**config.mk**
```make
export PLATFORM = sky130hd
export DESIGN_NAME = sram_port_arb_flat
export DESIGN_NICKNAME = d
export VERILOG_FILES = /design/src/rtl/l1d_sram_pkg.sv /design/src/rtl/sram_port_arb_if.sv /design/src/rtl/rsp_fifo2.sv /design/src/rtl/sram_port_arb.sv /design/src/flat_wrapper.sv
export SDC_FILE = /design/constraint.sdc
export NUM_CORES = 1
export LEC_CHECK = 0
export ABC_AREA = 1
export BUFFER_PORTS_ARGS = -buffer_cell sky130_fd_sc_hd__clkbuf_2
export CAP_MARGIN = 20
export CORE_AREA = 2 2 70 72
export CTS_CLUSTER_DIAMETER = 200
export DETAILED_ROUTE_END_ITERATION = 7
export DIE_AREA = 0 0 72 74
export SYNTH_ARGS = -nofsm -noshare
export SYNTH_HDL_FRONTEND = slang
export SYNTH_SLANG_ARGS = --single-unit
```
**constraint.sdc**
```tcl
create_clock -name clk -period 2.25 [get_ports clk]
set_input_delay 0.1125 -clock clk [delete_from_list [all_inputs] [get_ports clk]]
set_output_delay 0.1125 -clock clk [all_outputs]
set_load 0.02 [all_outputs]
```
**src/rtl/l1d_sram_pkg.sv**
```systemverilog
// Shared types for the L1D SRAM port front end.
//   RSP_DEPTH : depth of the read-response FIFO (also the read credit limit)
//   grant_e   : which channel owns the SRAM port this cycle
package l1d_sram_pkg;

    localparam int RSP_DEPTH = 2;

    typedef enum logic [1:0] {
        GNT_NONE,
        GNT_RD,
        GNT_WR
    } grant_e;

endpackage

```
**src/rtl/sram_port_arb_if.sv**
```systemverilog
// Bundle of request/response/SRAM-side signals for sram_port_arb.
//   slave  : the arbiter's view (takes requests, drives the SRAM port)
//   master : the client/SRAM view (drives requests, consumes responses)
interface sram_port_arb_if #(
    parameter int DATA_WIDTH = 8,
    parameter int ADDR_WIDTH = 8
);
    logic                  rd_valid;
    logic                  rd_ready;
    logic [ADDR_WIDTH-1:0] rd_addr;
    logic                  wr_valid;
    logic                  wr_ready;
    logic [ADDR_WIDTH-1:0] wr_addr;
    logic [DATA_WIDTH-1:0] wr_data;
    logic                  rsp_valid;
    logic                  rsp_ready;
    logic [DATA_WIDTH-1:0] rsp_data;
    logic                  sram_en;
    logic                  sram_rw;
    logic [ADDR_WIDTH-1:0] sram_addr;
    logic [DATA_WIDTH-1:0] sram_wdata;
    logic [DATA_WIDTH-1:0] sram_rdata;

    modport slave (
        input  rd_valid, rd_addr, wr_valid, wr_addr, wr_data, rsp_ready, sram_rdata,
        output rd_ready, wr_ready, rsp_valid, rsp_data,
               sram_en, sram_rw, sram_addr, sram_wdata
    );

    modport master (
        output rd_valid, rd_addr, wr_valid, wr_addr, wr_data, rsp_ready, sram_rdata,
        input  rd_ready, wr_ready, rsp_valid, rsp_data,
               sram_en, sram_rw, sram_addr, sram_wdata
    );
endinterface

```
**src/rtl/rsp_fifo2.sv**
```systemverilog
// Two-entry synchronous FIFO holding captured SRAM read data.
//   clk, rst_n : clock, async active-low reset (clears storage and pointers)
//   push, din  : write an entry (caller guarantees not full unless popping)
//   pop        : drop the head entry (caller guarantees not empty)
//   dout       : head entry, straight from registered storage
//   full, empty, occ : occupancy status, occ in 0..2
module rsp_fifo2
    import l1d_sram_pkg::*;
#(
    parameter int DATA_WIDTH = 8
) (
    input  logic                  clk,
    input  logic                  rst_n,
    input  logic                  push,
    input  logic                  pop,
    input  logic [DATA_WIDTH-1:0] din,
    output logic [DATA_WIDTH-1:0] dout,
    output logic                  full,
    output logic                  empty,
    output logic [1:0]            occ
);
    logic [RSP_DEPTH-1:0][DATA_WIDTH-1:0] mem;
    logic                                 wptr;
    logic                                 rptr;
    logic [1:0]                           cnt;

    always_ff @(posedge clk or negedge rst_n) begin
        if (!rst_n) begin
            mem  <= '0;
            wptr <= 1'b0;
            rptr <= 1'b0;
            cnt  <= 2'd0;
        end else begin
            if (push) begin
                mem[wptr] <= din;
                wptr      <= ~wptr;
            end
            if (pop) rptr <= ~rptr;
            case ({push, pop})
                2'b10:   cnt <= cnt + 2'd1;
                2'b01:   cnt <= cnt - 2'd1;
                default: cnt <= cnt;
            endcase
        end
    end

    assign dout  = mem[rptr];
    assign full  = (cnt == 2'd2);
    assign empty = (cnt == 2'd0);
    assign occ   = cnt;

endmodule

```
**src/rtl/sram_port_arb.sv**
```systemverilog
// Single-port SRAM front end: arbitrates a read and a write channel onto one
// sp_sram port and buffers the 1-cycle-latency read data in a 2-entry FIFO.
//   clk, rst_n : clock, async active-low reset
//   bus        : slave modport; rd_*/wr_* requests, rsp_* responses,
//                sram_* drives/receives the attached sp_sram
// Reads are only granted when a FIFO slot is guaranteed, because the SRAM
// returns data unconditionally one cycle after a read grant.
module sram_port_arb
    import l1d_sram_pkg::*;
#(
    parameter int DATA_WIDTH   = 8,
    parameter int ADDR_WIDTH   = 8,
    parameter int MAX_WR_BURST = 4
) (
    input  logic           clk,
    input  logic           rst_n,
    sram_port_arb_if.slave bus
);
    localparam logic [3:0] BURST_MAX = 4'(MAX_WR_BURST);

    grant_e          gnt;
    logic            rd_inflight;
    logic            pri_rd;
    logic [3:0]      burst_cnt;
    logic [3:0]      burst_inc;
    logic            pop;
    logic            rd_elig;
    logic [2:0]      credit_used;
    logic            fifo_full;
    logic            fifo_empty;
    logic [1:0]      fifo_occ;
    logic [DATA_WIDTH-1:0] fifo_dout;

    assign pop = bus.rsp_valid && bus.rsp_ready;

    // Slots committed = stored + one in flight; a same-cycle pop frees one.
    assign credit_used = {1'b0, fifo_occ} + {2'b00, rd_inflight};
    assign rd_elig     = bus.rd_valid && (credit_used < (3'd2 + {2'b00, pop}));

    always_comb begin
        gnt = GNT_NONE;
        if (rst_n) begin
            if (rd_elig && (!bus.wr_valid || pri_rd)) gnt = GNT_RD;
            else if (bus.wr_valid)                    gnt = GNT_WR;
            else if (rd_elig)                         gnt = GNT_RD;
        end
    end

    always_comb begin
        bus.rd_ready   = 1'b0;
        bus.wr_ready   = 1'b0;
        bus.sram_en    = 1'b0;
        bus.sram_rw    = 1'b0;
        bus.sram_addr  = {ADDR_WIDTH{1'b0}};
        bus.sram_wdata = {DATA_WIDTH{1'b0}};
        case (gnt)
            GNT_RD: begin
                bus.rd_ready  = 1'b1;
                bus.sram_en   = 1'b1;
                bus.sram_rw   = 1'b1;
                bus.sram_addr = bus.rd_addr;
            end
            GNT_WR: begin
                bus.wr_ready   = 1'b1;
                bus.sram_en    = 1'b1;
                bus.sram_addr  = bus.wr_addr;
                bus.sram_wdata = bus.wr_data;
            end
            default: ;
        endcase
    end

    assign burst_inc = burst_cnt + 4'd1;

    always_ff @(posedge clk or negedge rst_n) begin
        if (!rst_n) begin
            rd_inflight <= 1'b0;
            burst_cnt   <= 4'd0;
            pri_rd      <= 1'b0;
        end else begin
            rd_inflight <= (gnt == GNT_RD);

            // Count only writes that actually stall an eligible read.
            if (gnt == GNT_RD || !rd_elig) burst_cnt <= 4'd0;
            else if (gnt == GNT_WR)        burst_cnt <= burst_inc;

            // Raise priority as the count hits the limit so the very next
            // cycle goes to the waiting read.
            if (gnt == GNT_RD)
                pri_rd <= 1'b0;
            else if (gnt == GNT_WR && rd_elig && burst_inc == BURST_MAX)
                pri_rd <= 1'b1;
        end
    end

    rsp_fifo2 #(.DATA_WIDTH(DATA_WIDTH)) u_fifo (
        .clk   (clk),
        .rst_n (rst_n),
        .push  (rd_inflight),
        .pop   (pop),
        .din   (bus.sram_rdata),
        .dout  (fifo_dout),
        .full  (fifo_full),
        .empty (fifo_empty),
        .occ   (fifo_occ)
    );

    assign bus.rsp_valid = !fifo_empty;
    assign bus.rsp_data  = fifo_dout;

endmodule

```
**src/flat_wrapper.sv**
```systemverilog
// flat-port wrapper written by rule: the top's interface ports become plain ports
module sram_port_arb_flat import l1d_sram_pkg::*;
#(
    parameter int DATA_WIDTH   = 8,
    parameter int ADDR_WIDTH   = 8,
    parameter int MAX_WR_BURST = 4
)
  (clk, rst_n, bus_rd_valid, bus_rd_addr, bus_wr_valid, bus_wr_addr, bus_wr_data, bus_rsp_ready, bus_sram_rdata, bus_rd_ready, bus_wr_ready, bus_rsp_valid, bus_rsp_data, bus_sram_en, bus_sram_rw, bus_sram_addr, bus_sram_wdata);
  sram_port_arb_if #(.DATA_WIDTH(DATA_WIDTH), .ADDR_WIDTH(ADDR_WIDTH)) bus_i ();
  input  logic clk;
  input  logic rst_n;
  input wire logic [$bits(bus_i.rd_valid)-1:0] bus_rd_valid;
  input wire logic [$bits(bus_i.rd_addr)-1:0] bus_rd_addr;
  input wire logic [$bits(bus_i.wr_valid)-1:0] bus_wr_valid;
  input wire logic [$bits(bus_i.wr_addr)-1:0] bus_wr_addr;
  input wire logic [$bits(bus_i.wr_data)-1:0] bus_wr_data;
  input wire logic [$bits(bus_i.rsp_ready)-1:0] bus_rsp_ready;
  input wire logic [$bits(bus_i.sram_rdata)-1:0] bus_sram_rdata;
  output wire logic [$bits(bus_i.rd_ready)-1:0] bus_rd_ready;
  output wire logic [$bits(bus_i.wr_ready)-1:0] bus_wr_ready;
  output wire logic [$bits(bus_i.rsp_valid)-1:0] bus_rsp_valid;
  output wire logic [$bits(bus_i.rsp_data)-1:0] bus_rsp_data;
  output wire logic [$bits(bus_i.sram_en)-1:0] bus_sram_en;
  output wire logic [$bits(bus_i.sram_rw)-1:0] bus_sram_rw;
  output wire logic [$bits(bus_i.sram_addr)-1:0] bus_sram_addr;
  output wire logic [$bits(bus_i.sram_wdata)-1:0] bus_sram_wdata;
  assign bus_i.rd_valid = bus_rd_valid;
  assign bus_i.rd_addr = bus_rd_addr;
  assign bus_i.wr_valid = bus_wr_valid;
  assign bus_i.wr_addr = bus_wr_addr;
  assign bus_i.wr_data = bus_wr_data;
  assign bus_i.rsp_ready = bus_rsp_ready;
  assign bus_i.sram_rdata = bus_sram_rdata;
  assign bus_rd_ready = bus_i.rd_ready;
  assign bus_wr_ready = bus_i.wr_ready;
  assign bus_rsp_valid = bus_i.rsp_valid;
  assign bus_rsp_data = bus_i.rsp_data;
  assign bus_sram_en = bus_i.sram_en;
  assign bus_sram_rw = bus_i.sram_rw;
  assign bus_sram_addr = bus_i.sram_addr;
  assign bus_sram_wdata = bus_i.sram_wdata;
  sram_port_arb #(.DATA_WIDTH(DATA_WIDTH), .ADDR_WIDTH(ADDR_WIDTH), .MAX_WR_BURST(MAX_WR_BURST)) u_core (.clk(clk), .rst_n(rst_n), .bus(bus_i));
endmodule
```
Word level (Yosys, flattened, before mapping) --
Cells that the tools add are included.
Cells by class: add/sub/neg operators 5, $lt $le $gt $ge 4, equality and inequality tests 5, mux-type cells 19, bitwise logic cells 2, reduce and logical (&&, ||, !) cells 16
Operator list (number):
- two-way mux 8 bit | 4
- bitwise mux 16 bit | 1
- case mux 8 bit (2 select lines) | 1
- demux 8 bit (select 1 bit) | 1
- two-way mux 4 bit | 2
- logical AND 1 bit | 6
- two-way mux 1 bit | 6
- two-way mux 2 bit | 3
- nonzero test 2 bit | 3
- adder 4 x 1 -> 4 bit (second input constant) | 1
- equality test 2 x 1 -> 1 bit (second input constant) | 2
- equality test 2 bit (second input constant) | 2
- equality test 4 x 3 -> 1 bit (second input constant) | 1
- < comparator 1 x 2 -> 1 bit (second input constant) | 2
- case mux 2 bit (2 select lines) | 1
- adder 2 x 1 -> 3 bit | 1
- adder 2 x 1 -> 3 bit (first input constant) | 1
- logical NOT 1 bit | 3
- < comparator 3 bit | 1
- adder 2 x 1 -> 2 bit (second input constant) | 1
- logical NOT 2 bit | 1
- logical OR 1 bit | 2
- NOT 1 bit | 2
- OR reduction 2 bit | 1
- 2 further kinds | 2
Storage, ports and cells: bits in registers 26, logic and storage cells 59

Logic depth before layout (Yosys ltp) --
Gate-level depths: netlist of the first run.
depth after elaboration 15, depth in mapped cells 14

Hierarchy --
From an unflattened synthesis of the first run, not the netlist that was laid out.
Second synthesis, totals: cells, all modules 215, area, all modules 1612.8 um2
Modules (own cells, without submodules):
- rsp_fifo2 | instances 1, cells each 109, area each 947.2 um2, sequential area each 500.5 um2
- sram_port_arb | instances 1, cells each 106, area each 665.6 um2, sequential area each 150.1 um2

Least setup slack after synthesis of the first run --
No wires, ideal clock.
path type reg-to-output, from register u_core.u_fifo.cnt[0], in the netlist u_core.u_fifo.occ[0], to output bus_sram_addr[0], arrival time 2.295 ns, required time 2.138 ns, setup slack -0.158 ns, stages on the path, launching flop included 10, cell sequence dfrtp_1 -> ha_1 -> ha_1 -> nor2_1 -> nand4_1 -> inv_1 -> ha_1 -> clkbuf_1 -> nand2_1 -> a21oi_1
Between the ends: word-level cells in the longest chain between the ends 12, elaborated cells on any way between the ends 15, classes of those cells 2 x add/sub; 1 x order compare; 2 x eq/ne; 5 x mux; 5 x reduce/logical
Ends and longest elaborated chain:
- from (decl) | RTL line rsp_fifo2.sv:25 | logic [1:0] cnt;
- from (signal assigned) | RTL line rsp_fifo2.sv:40 | 2'b10: cnt <= cnt + 2'd1;
- from (signal assigned) | RTL line rsp_fifo2.sv:41 | 2'b01: cnt <= cnt - 2'd1;
- from (signal assigned) | RTL line rsp_fifo2.sv:42 | default: cnt <= cnt;
- logical NOT 2 bit | RTL line rsp_fifo2.sv:49 | assign empty = (cnt == 2'd0);
- logical NOT 1 bit | RTL line sram_port_arb.sv:108 | assign bus.rsp_valid = !fifo_empty;
- logical AND 1 bit | RTL line sram_port_arb.sv:34 | assign pop = bus.rsp_valid && bus.rsp_ready;
- adder 2 x 1 -> 3 bit | RTL line sram_port_arb.sv:38 | assign rd_elig = bus.rd_valid && (credit_used < (3'd2 + {2'b00, pop}));
- < comparator 3 bit (*) | RTL line sram_port_arb.sv:38
- logical AND 1 bit (*) | RTL line sram_port_arb.sv:38
- two-way mux 1 bit | RTL line sram_port_arb.sv:45 | else if (rd_elig) gnt = GNT_RD;
- two-way mux 2 bit | RTL line sram_port_arb.sv:44 | else if (bus.wr_valid) gnt = GNT_WR;
- two-way mux 2 bit (*) | RTL line sram_port_arb.sv:43 | if (rd_elig && (!bus.wr_valid || pri_rd)) gnt = GNT_RD;
- two-way mux 2 bit (*) | RTL line sram_port_arb.sv:42 | if (rst_n) begin
- equality test 2 bit / equality test 2 x 1 -> 1 bit (equally long branches) | RTL line sram_port_arb.sv:56 | case (gnt)
- case mux 8 bit (2 select lines) (*) | RTL line sram_port_arb.sv:56
- to (decl) | RTL line flat_wrapper.sv:25 | output wire logic [$bits(bus_i.sram_addr)-1:0] bus_sram_addr;
Mark *: on every way between the ends. The rest lies on a longest branch, timed or not.

Final worst setup path of the first run --
from register u_core.rd_inflight, to output bus_sram_addr[0]
Between the ends: word-level cells in the longest chain between the ends 9, elaborated cells on any way between the ends 11, classes of those cells 1 x add/sub; 1 x order compare; 2 x eq/ne; 5 x mux; 2 x reduce/logical
Ends and longest elaborated chain:
- from (decl) | RTL line sram_port_arb.sv:22 | logic rd_inflight;
- from (signal assigned) | RTL line sram_port_arb.sv:81 | rd_inflight <= (gnt == GNT_RD);
- adder 2 x 1 -> 3 bit (*) | RTL line sram_port_arb.sv:37 | assign credit_used = {1'b0, fifo_occ} + {2'b00, rd_inflight};
- < comparator 3 bit (*) | RTL line sram_port_arb.sv:38
- logical AND 1 bit (*) | RTL line sram_port_arb.sv:38
- two-way mux 1 bit | RTL line sram_port_arb.sv:45
- two-way mux 2 bit | RTL line sram_port_arb.sv:44
- two-way mux 2 bit (*) | RTL line sram_port_arb.sv:43
- two-way mux 2 bit (*) | RTL line sram_port_arb.sv:42
- equality test 2 bit / equality test 2 x 1 -> 1 bit (equally long branches) | RTL line sram_port_arb.sv:56
- case mux 8 bit (2 select lines) (*) | RTL line sram_port_arb.sv:56
Marked as above.

==> impl_metrics.ini, run 1 <==
[outcome]
failed_checks = negative setup slack
run_status = finished with violations

[worst_setup_path]
critPathBufInv = 4
crit_path_cell_trace = ha_4, ha_4, nand2_2, nand4_1, buf_4, buf_4, ha_4, buf_12, nand2_1, a21oi_2, clkbuf_8
critical_path_arrival_ns = 2.14
worst_setup_path_start_kind = flip-flop
ff2ff_path_depth = 13
critical_path.top_delay_family = adder cells
worst_path_max_delay_cell = sky130_fd_sc_hd__dfrtp_1
timing.rr.start = u_core.rd_inflight
critPathMaxFanout = 5
reg_to_reg_setup_timing_slack_ns = 0.21
crit_type = reg -> out
slowest_delay_ns = 0.42
worstPathRequired_ns = 2.14
critPathCaptureType = primary output
worst_r2r_dst = u_core.pri_rd
critPathMostFrequentCell = sky130_fd_sc_hd__ha_4

[floorplan]
num_io_pins = 66
die_w_um = 72
design.core.area_mm2 = 0.00460
placement_rows = 25
floorplan_die_height_um = 74
design.die.area_mm2 = 0.00533
initial_standard_cell_utilization_of_the_core_pct = 32.9

[drt]
vias_per_inst = 4.46
drt_pre_antenna_iters = 4
drt_first_iter_violations = 65
post_drt_wl_per_cell_um = 10.8
detail_route.drc_violations = 0
postRouteWirelength_um = 3600
via_count = 1486
drt.antenna.violating_nets = 0

[layout]
n_antenna_cell = 0
fin_cells = 333
area.growth.synth_to_final_pct = 49.8
design.final.nets = 324
drive_gt1_share_pct = 44.8
finish.utilization_pct = 49.3

[hold_path]
holdPathStages = 3
hold-path-endpoint = u_core.u_fifo.mem[0]
hp-start = bus_sram_rdata[0]
hp-class = in -> reg

[yosys]
synth_compound_area_share_pct = 11.6
synth_most_common_cell = sky130_fd_sc_hd__nand2_1
synth_enable_flop_cells = 0
ys_async_sr_fraction_pct = 100
postSynthAreaPerCell_um2 = 7.57
yosys_register_bits = 26
ys.flop_type = sky130_fd_sc_hd__dfrtp_1
yosysSeqAreaShare_pct = 43.0
ranking_of_synthesized_cells_by_area = sky130_fd_sc_hd__dfrtp_1 (43%), sky130_fd_sc_hd__nand2_1 (19%), sky130_fd_sc_hd__inv_1 (6.9%)
synth.area.mux_share_pct = 0
dominant_combinational_cell_family_by_area_after_synthesis = simple AND/OR/NAND/NOR gates
ys_top_cells_by_count = sky130_fd_sc_hd__nand2_1 (77), sky130_fd_sc_hd__inv_1 (28), sky130_fd_sc_hd__dfrtp_1 (26), sky130_fd_sc_hd__a21oi_1 (12), sky130_fd_sc_hd__o21ai_0 (9)
ys.warnings.count = 0
synth_cells = 200
synth_top_cell_by_area = sky130_fd_sc_hd__dfrtp_1
netlist-cell-type-count = 23
yosys.area_share.xor_xnor_pct = 2.31
synthesis.nets = 244
mappedNetlistArea_mm2 = 0.00151
post_synth_and_or_nand_nor_area_fraction_pct = 25.8
yosys.area_share.adder_pct = 5.79
synth_top_area_share_pct = 43.0

[timing]
timing.final.max_slew_violations = 0
final.period_utilization_pct = 100
final-setup-viol-count = 1
max_slew.worst_pin.slew_ns = 0.463
post-route-min-period_ns = 2.25
skew_ns = 0.00101
timing.final.ws_setup_ns = -0.000809
slew_headroom_pct = 69.0
hold_violations = 0
grt_setup_unrepaired = true
max_freq_mhz = 444

[placement]
number_of_port_buffers = 65
post-place-ws_ns = 0.0930
post-place-cells = 316
half_perimeter_wire_length_of_the_detailed_placement_result_um = 2460
gp_congestion = 0.738

[power_and_ir_drop]
combPwrFrac_pct = 48.2
seq_power_share_pct = 34.5
power.density_mw_per_mm2 = 1010
power.clock.fraction_pct = 17.3
switching_share_pct = 40.5
static-leakage-power_uw = 0.00124
internal_power_uw = 1360
vdd_ir_drop_max_v = 0.000354
switching_pwr_uw = 925

[cts]
cts-htree-levels = 1
tritoncts = built
ctsRootBufferMaster = sky130_fd_sc_hd__clkbuf_8
cts_inserted_buffers = 3
cts.sinks = 26
path_clk_slew_ns = 0.09
clk-insertion-delay-late_ns = 0.28
worst_case_clock_buffer_depth = 2

[global_routing]
grt_start_max_net_pins = 27
grt_first_pass_wirelength_um = 5820
number_of_global_route_vias_before_repair = 1413
antenna_found_initial = 0
grt_use_total_pct = 13.7
grt_overflow_total = 0

[job]
timing.max_cap.violations = 0
-- routing by layer --
metal / GRT usage [%] / part of all wire [%]
met2: 24.9 / 48
met3: 2.71 / 8.2
met1: 16.7 / 42
met4: 3.77 / 1.1
met5: 0 / 0
-- logic make-up after synthesis --
logic type | count (synthesis)
buffers and inverters | 39
adders and majority gates | 7
xor gates and xnor gates | 4
AOI/OAI and AO/OA | 29
and+or+nand+nor | 95
DFF | 26
-- layout by cell type, fill, tap and decap left out, drive strengths merged, types with 5 or more instances in the layout --
cell | synthesis | layout
nand2 | 80 | 80
clkbuf | 5 | 65
inv | 29 | 29
dfrtp | 26 | 26
buf | 4 | 21
o21ai | 17 | 17
a21oi | 12 | 12
ha | 7 | 7
nor2 | 6 | 6
nand3 | 5 | 5
-- worst max-delay path by stage --
stage	endpoint	slack, ns	start	cells after the start
after floorplan	bus_sram_addr[0]	0.02	u_core.u_fifo.occ[0]	9
after global placement	bus_sram_addr[6]	0.13	u_core.u_fifo.occ[0]	9
after detailed placement	bus_sram_addr[2]	0.09	u_core.u_fifo.occ[0]	9
after CTS	bus_sram_addr[3]	0.02	u_core.u_fifo.occ[0]	10
after global routing	bus_sram_addr[6]	-0.07	u_core.rd_inflight	11
final	bus_sram_addr[0]	-0.0008	u_core.rd_inflight	11
-- stage by stage --
step                      total power, uW  instance area [um2]  setup TNS [ns]  hold slack, ns
after detailed placement             1760                 1920               0           0.177
after global placement               1740                 1920               0           0.183
after floorplan                      1470                 1550               0          -0.183
after global routing                 2460                 2270          -0.395          0.0929
after CTS                            2240                 2150               0          0.0768
final                                2280                 2270       -0.000809          0.0759
-- sequential cells by signal, indices dropped and copies added (netlist names) --
name,count
u_core.u_fifo.wptr,1
u_core.pri_rd,1
u_core.u_fifo.mem,16
u_core.u_fifo.rptr,1
u_core.burst_cnt,4
u_core.u_fifo.occ,2
u_core.rd_inflight,1
-- worst reg2reg max path, cell delays in order, from the launching register on --
cell                      delay [ns]
sky130_fd_sc_hd__dfrtp_1        0.42
sky130_fd_sc_hd__ha_4           0.18
sky130_fd_sc_hd__ha_4           0.25
sky130_fd_sc_hd__nand2_2        0.06
sky130_fd_sc_hd__nand4_1        0.12
sky130_fd_sc_hd__buf_4          0.13
sky130_fd_sc_hd__buf_4          0.10
sky130_fd_sc_hd__ha_4           0.20
sky130_fd_sc_hd__nand2_1        0.09
sky130_fd_sc_hd__nor2_1         0.13
sky130_fd_sc_hd__nand3_1        0.10
sky130_fd_sc_hd__nor2_1         0.10
sky130_fd_sc_hd__nor2_1         0.04
sky130_fd_sc_hd__nor2_1         0.07
-- cell type report --
type                    count  area [um2]
repair buffers             84         556
inverters                  30         113
clock buffers               3        41.3
fillers                   445        2330
clock inverters             1        30.0
multi-input cells         135         811
flip-flops and latches     26         651
well taps                  54        67.6
-- power groups by stage --
stage | clock network (uW) | logic (uW) | registers (uW)
2_1_floorplan | 0 | 725 | 748
3_3_place_gp | 0 | 949 | 791
6_report | 394 | 1100 | 788
5_1_grt | 420 | 1230 | 814
4_1_cts | 397 | 1060 | 779
3_5_place_dp | 0 | 965 | 795
-- repair_timing --
| action | CTS | global route |
|---|---|---|
| buffers inserted | 6 | 6 |
| endpoints found under the setup margin | 17 | 17 |
| gates resized for setup | 23 | 23 |
| gates cloned | 1 | 0 |
| endpoints found under the hold margin | 26 | 0 |
| pin swaps | 7 | 10 |
| hold buffers | 1 | 0 |
Note: power is estimated with default switching activity, not from simulation.
==> run 2: changes to the inputs <==
--- a/config.mk
+++ b/config.mk
@@ -6,12 +6,12 @@
 export NUM_CORES = 1
 export LEC_CHECK = 0
 export ABC_AREA = 1
-export BUFFER_PORTS_ARGS = -buffer_cell sky130_fd_sc_hd__clkbuf_2
 export CAP_MARGIN = 20
 export CORE_AREA = 2 2 70 72
 export CTS_CLUSTER_DIAMETER = 200
 export DETAILED_ROUTE_END_ITERATION = 7
 export DIE_AREA = 0 0 72 74
+export DONT_BUFFER_PORTS = 1
 export SYNTH_ARGS = -nofsm -noshare
 export SYNTH_HDL_FRONTEND = slang
 export SYNTH_SLANG_ARGS = --single-unit
==> impl_metrics.ini, run 2 (same netlist as run 1, synthesis figures left out) <==
[cts]
cts_inserted_buffers = 3
path_clk_slew_ns = 0.08
ctsRootBufferMaster = sky130_fd_sc_hd__clkbuf_8
worst_case_clock_buffer_depth = 2
clk-insertion-delay-late_ns = 0.26
cts.sinks = 26
cts-htree-levels = 1
tritoncts = built

[power_and_ir_drop]
switching_share_pct = 43.2
power.density_mw_per_mm2 = 1040
internal_power_uw = 1140
vdd_ir_drop_max_v = 0.000390
switching_pwr_uw = 866
static-leakage-power_uw = 0.000943
power.clock.fraction_pct = 14.7
seq_power_share_pct = 39.1
combPwrFrac_pct = 46.2

[drt]
highest_layer = met4
drt.antenna.violating_nets = 0
wl_met1_um = 1320
met3_wirelength_um = 253
routed_wire_length_on_met2_um = 1610
vias_per_inst = 4.74
drt_pre_antenna_iters = 4
post_drt_wl_per_cell_um = 11.9
via_count = 1281
postRouteWirelength_um = 3220
detail_route.drc_violations = 0
drt_first_iter_violations = 60

[worst_setup_path]
number_of_cells_on_the_critical_path = 9
worst_path_max_delay_cell = sky130_fd_sc_hd__dfrtp_1
ff2ff_path_depth = 10
reg_to_reg_setup_timing_slack_ns = 0.20
worstPathRequired_ns = 2.14
timing.rr.start = u_core.u_fifo.occ[0]
timing.critical_path.to = bus_sram_addr[0]
slowest_delay_ns = 0.39
crit_type = reg -> out
crit_path_cell_trace = ha_2, inv_1, nand3_2, nand2_2, nand4_1, buf_4, ha_4, buf_8, a21oi_4
critPathMaxFanout = 6
critPathCaptureType = primary output
worst_setup_path_start_kind = flip-flop
worst_r2r_dst = u_core.burst_cnt[3]
critical_path_arrival_ns = 2.03
critical_path.top_delay_family = adder cells
worstSetupStartpoint = u_core.u_fifo.occ[0]
critPathBufInv = 3

[layout]
register_with_the_most_flip_flops = u_core.u_fifo.mem
layout_commonest_cell = sky130_fd_sc_hd__nand2_1
largest_reg_flops = 16
design_area_mm2 = 0.00192
design.final.nets = 261
n_antenna_cell = 0
drive_gt1_share_pct = 22.7
area.growth.synth_to_final_pct = 27.1
nFillCells = 457
most-common-layout-cells = sky130_fd_sc_hd__nand2_1 (77), sky130_fd_sc_hd__inv_1 (26), sky130_fd_sc_hd__dfrtp_1 (26), sky130_fd_sc_hd__buf_4 (12), sky130_fd_sc_hd__o21ai_0 (9)

[hold_path]
hp-class = in -> reg
hp-start = bus_sram_rdata[0]

[placement]
gp_congestion = 0.710
placedInstanceArea_mm2 = 0.00159
half_perimeter_wire_length_of_the_detailed_placement_result_um = 2220
number_of_port_buffers = 0

[job]
timing.max_cap.violations = 0

[floorplan]
floorplan_die_height_um = 74
die_w_um = 72
num_io_pins = 66
placement_rows = 25
design.die.area_mm2 = 0.00533
design.core.area_mm2 = 0.00460
initial_standard_cell_utilization_of_the_core_pct = 32.9

[global_routing]
grt_overflow_total = 0
grt_use_total_pct = 12.1
grt_first_pass_wirelength_um = 5020
grt_start_max_net_pins = 27
antenna_found_initial = 0
number_of_global_route_vias_before_repair = 1164

[timing]
max_slew.worst_pin.slew_ns = 0.731
fin_tns_setup_ns = 0
post-route-min-period_ns = 2.14
hold_violations = 0
final.period_utilization_pct = 95.3
timing.final.max_slew_violations = 0
slew_headroom_pct = 51.3
final-setup-viol-count = 0
skew_ns = 0.00408
max_freq_mhz = 466

[outcome]
run_status = finished clean
[run 2: cell count changes in the layout (fill, tap and decap cells not counted), moves of 6 or more]
cell / delta
sky130_fd_sc_hd__a21oi_4: +8
sky130_fd_sc_hd__nand2_2: -7
sky130_fd_sc_hd__dlygate4sd3_1: +6
sky130_fd_sc_hd__clkbuf_2: -56
sky130_fd_sc_hd__a21oi_2: -8
sky130_fd_sc_hd__nand2_1: +7
[run 2: what timing repair did]
action                                 in CTS  in global routing
endpoints found under the hold margin      32                  0
setup endpoints to repair                  23                 17
pin swaps                                   1                  5
gates resized for setup                    13                 10
buffers inserted                            1                  7
hold buffers                                8                  0
cloned                                      0                  0
[run 2: metrics by stage]
stage	instances	utilization [%]	power, uW	worst slack, ns	hold WS (ns)
global placement	250	34.5	1590	0.0794	-0.183
detailed placement	250	34.5	1600	-0.0286	-0.182
floorplan	200	-	1470	0.0167	-0.183
CTS	263	39.3	1960	-0.0148	0.00328
finish	270	41.9	2000	0.106	0.00617
global route	270	41.9	2170	-0.00688	0.00279
[run 2: worst min-delay path by stage]
stage | to | slack [ns] | cells after the start
after floorplan | u_core.burst_cnt[0] | -0.18 | 0
after global placement | u_core.u_fifo.mem[4] | -0.18 | 0
after detailed placement | u_core.u_fifo.mem[4] | -0.18 | 0
after CTS | u_core.u_fifo.mem[0] | 0.003 | 2
after global routing | u_core.u_fifo.mem[0] | 0.003 | 2
final | u_core.u_fifo.mem[0] | 0.006 | 2
[run 2: power by group through the flow]
stage                     registers, uW  clock network (uW)  logic, uW
after CTS                           782                 313        867
final                               783                 295        925
after global placement              785                   0        802
after floorplan                     748                   0        725
after detailed placement            790                   0        809
after global routing                805                 331       1030
[run 2: area by class of cell]
cell class	count	area [um2]	share of cell area (%)
Multi-Input combinational cell	135	843	43.8
Sequential cell	26	651	33.8
Timing Repair Buffer	21	195	10.1
Inverter	30	113	5.85
Tap cell	54	67.6	3.51
Clock buffer	4	55.1	2.86
[run 2: metal layers]
metal / global-route usage (%) / vias to the layer above
met5: 0 / -
met4: 3.77 / 0
met3: 2.17 / 2
met2: 22.8 / 62
met1: 13.8 / 579
li1: - / 638
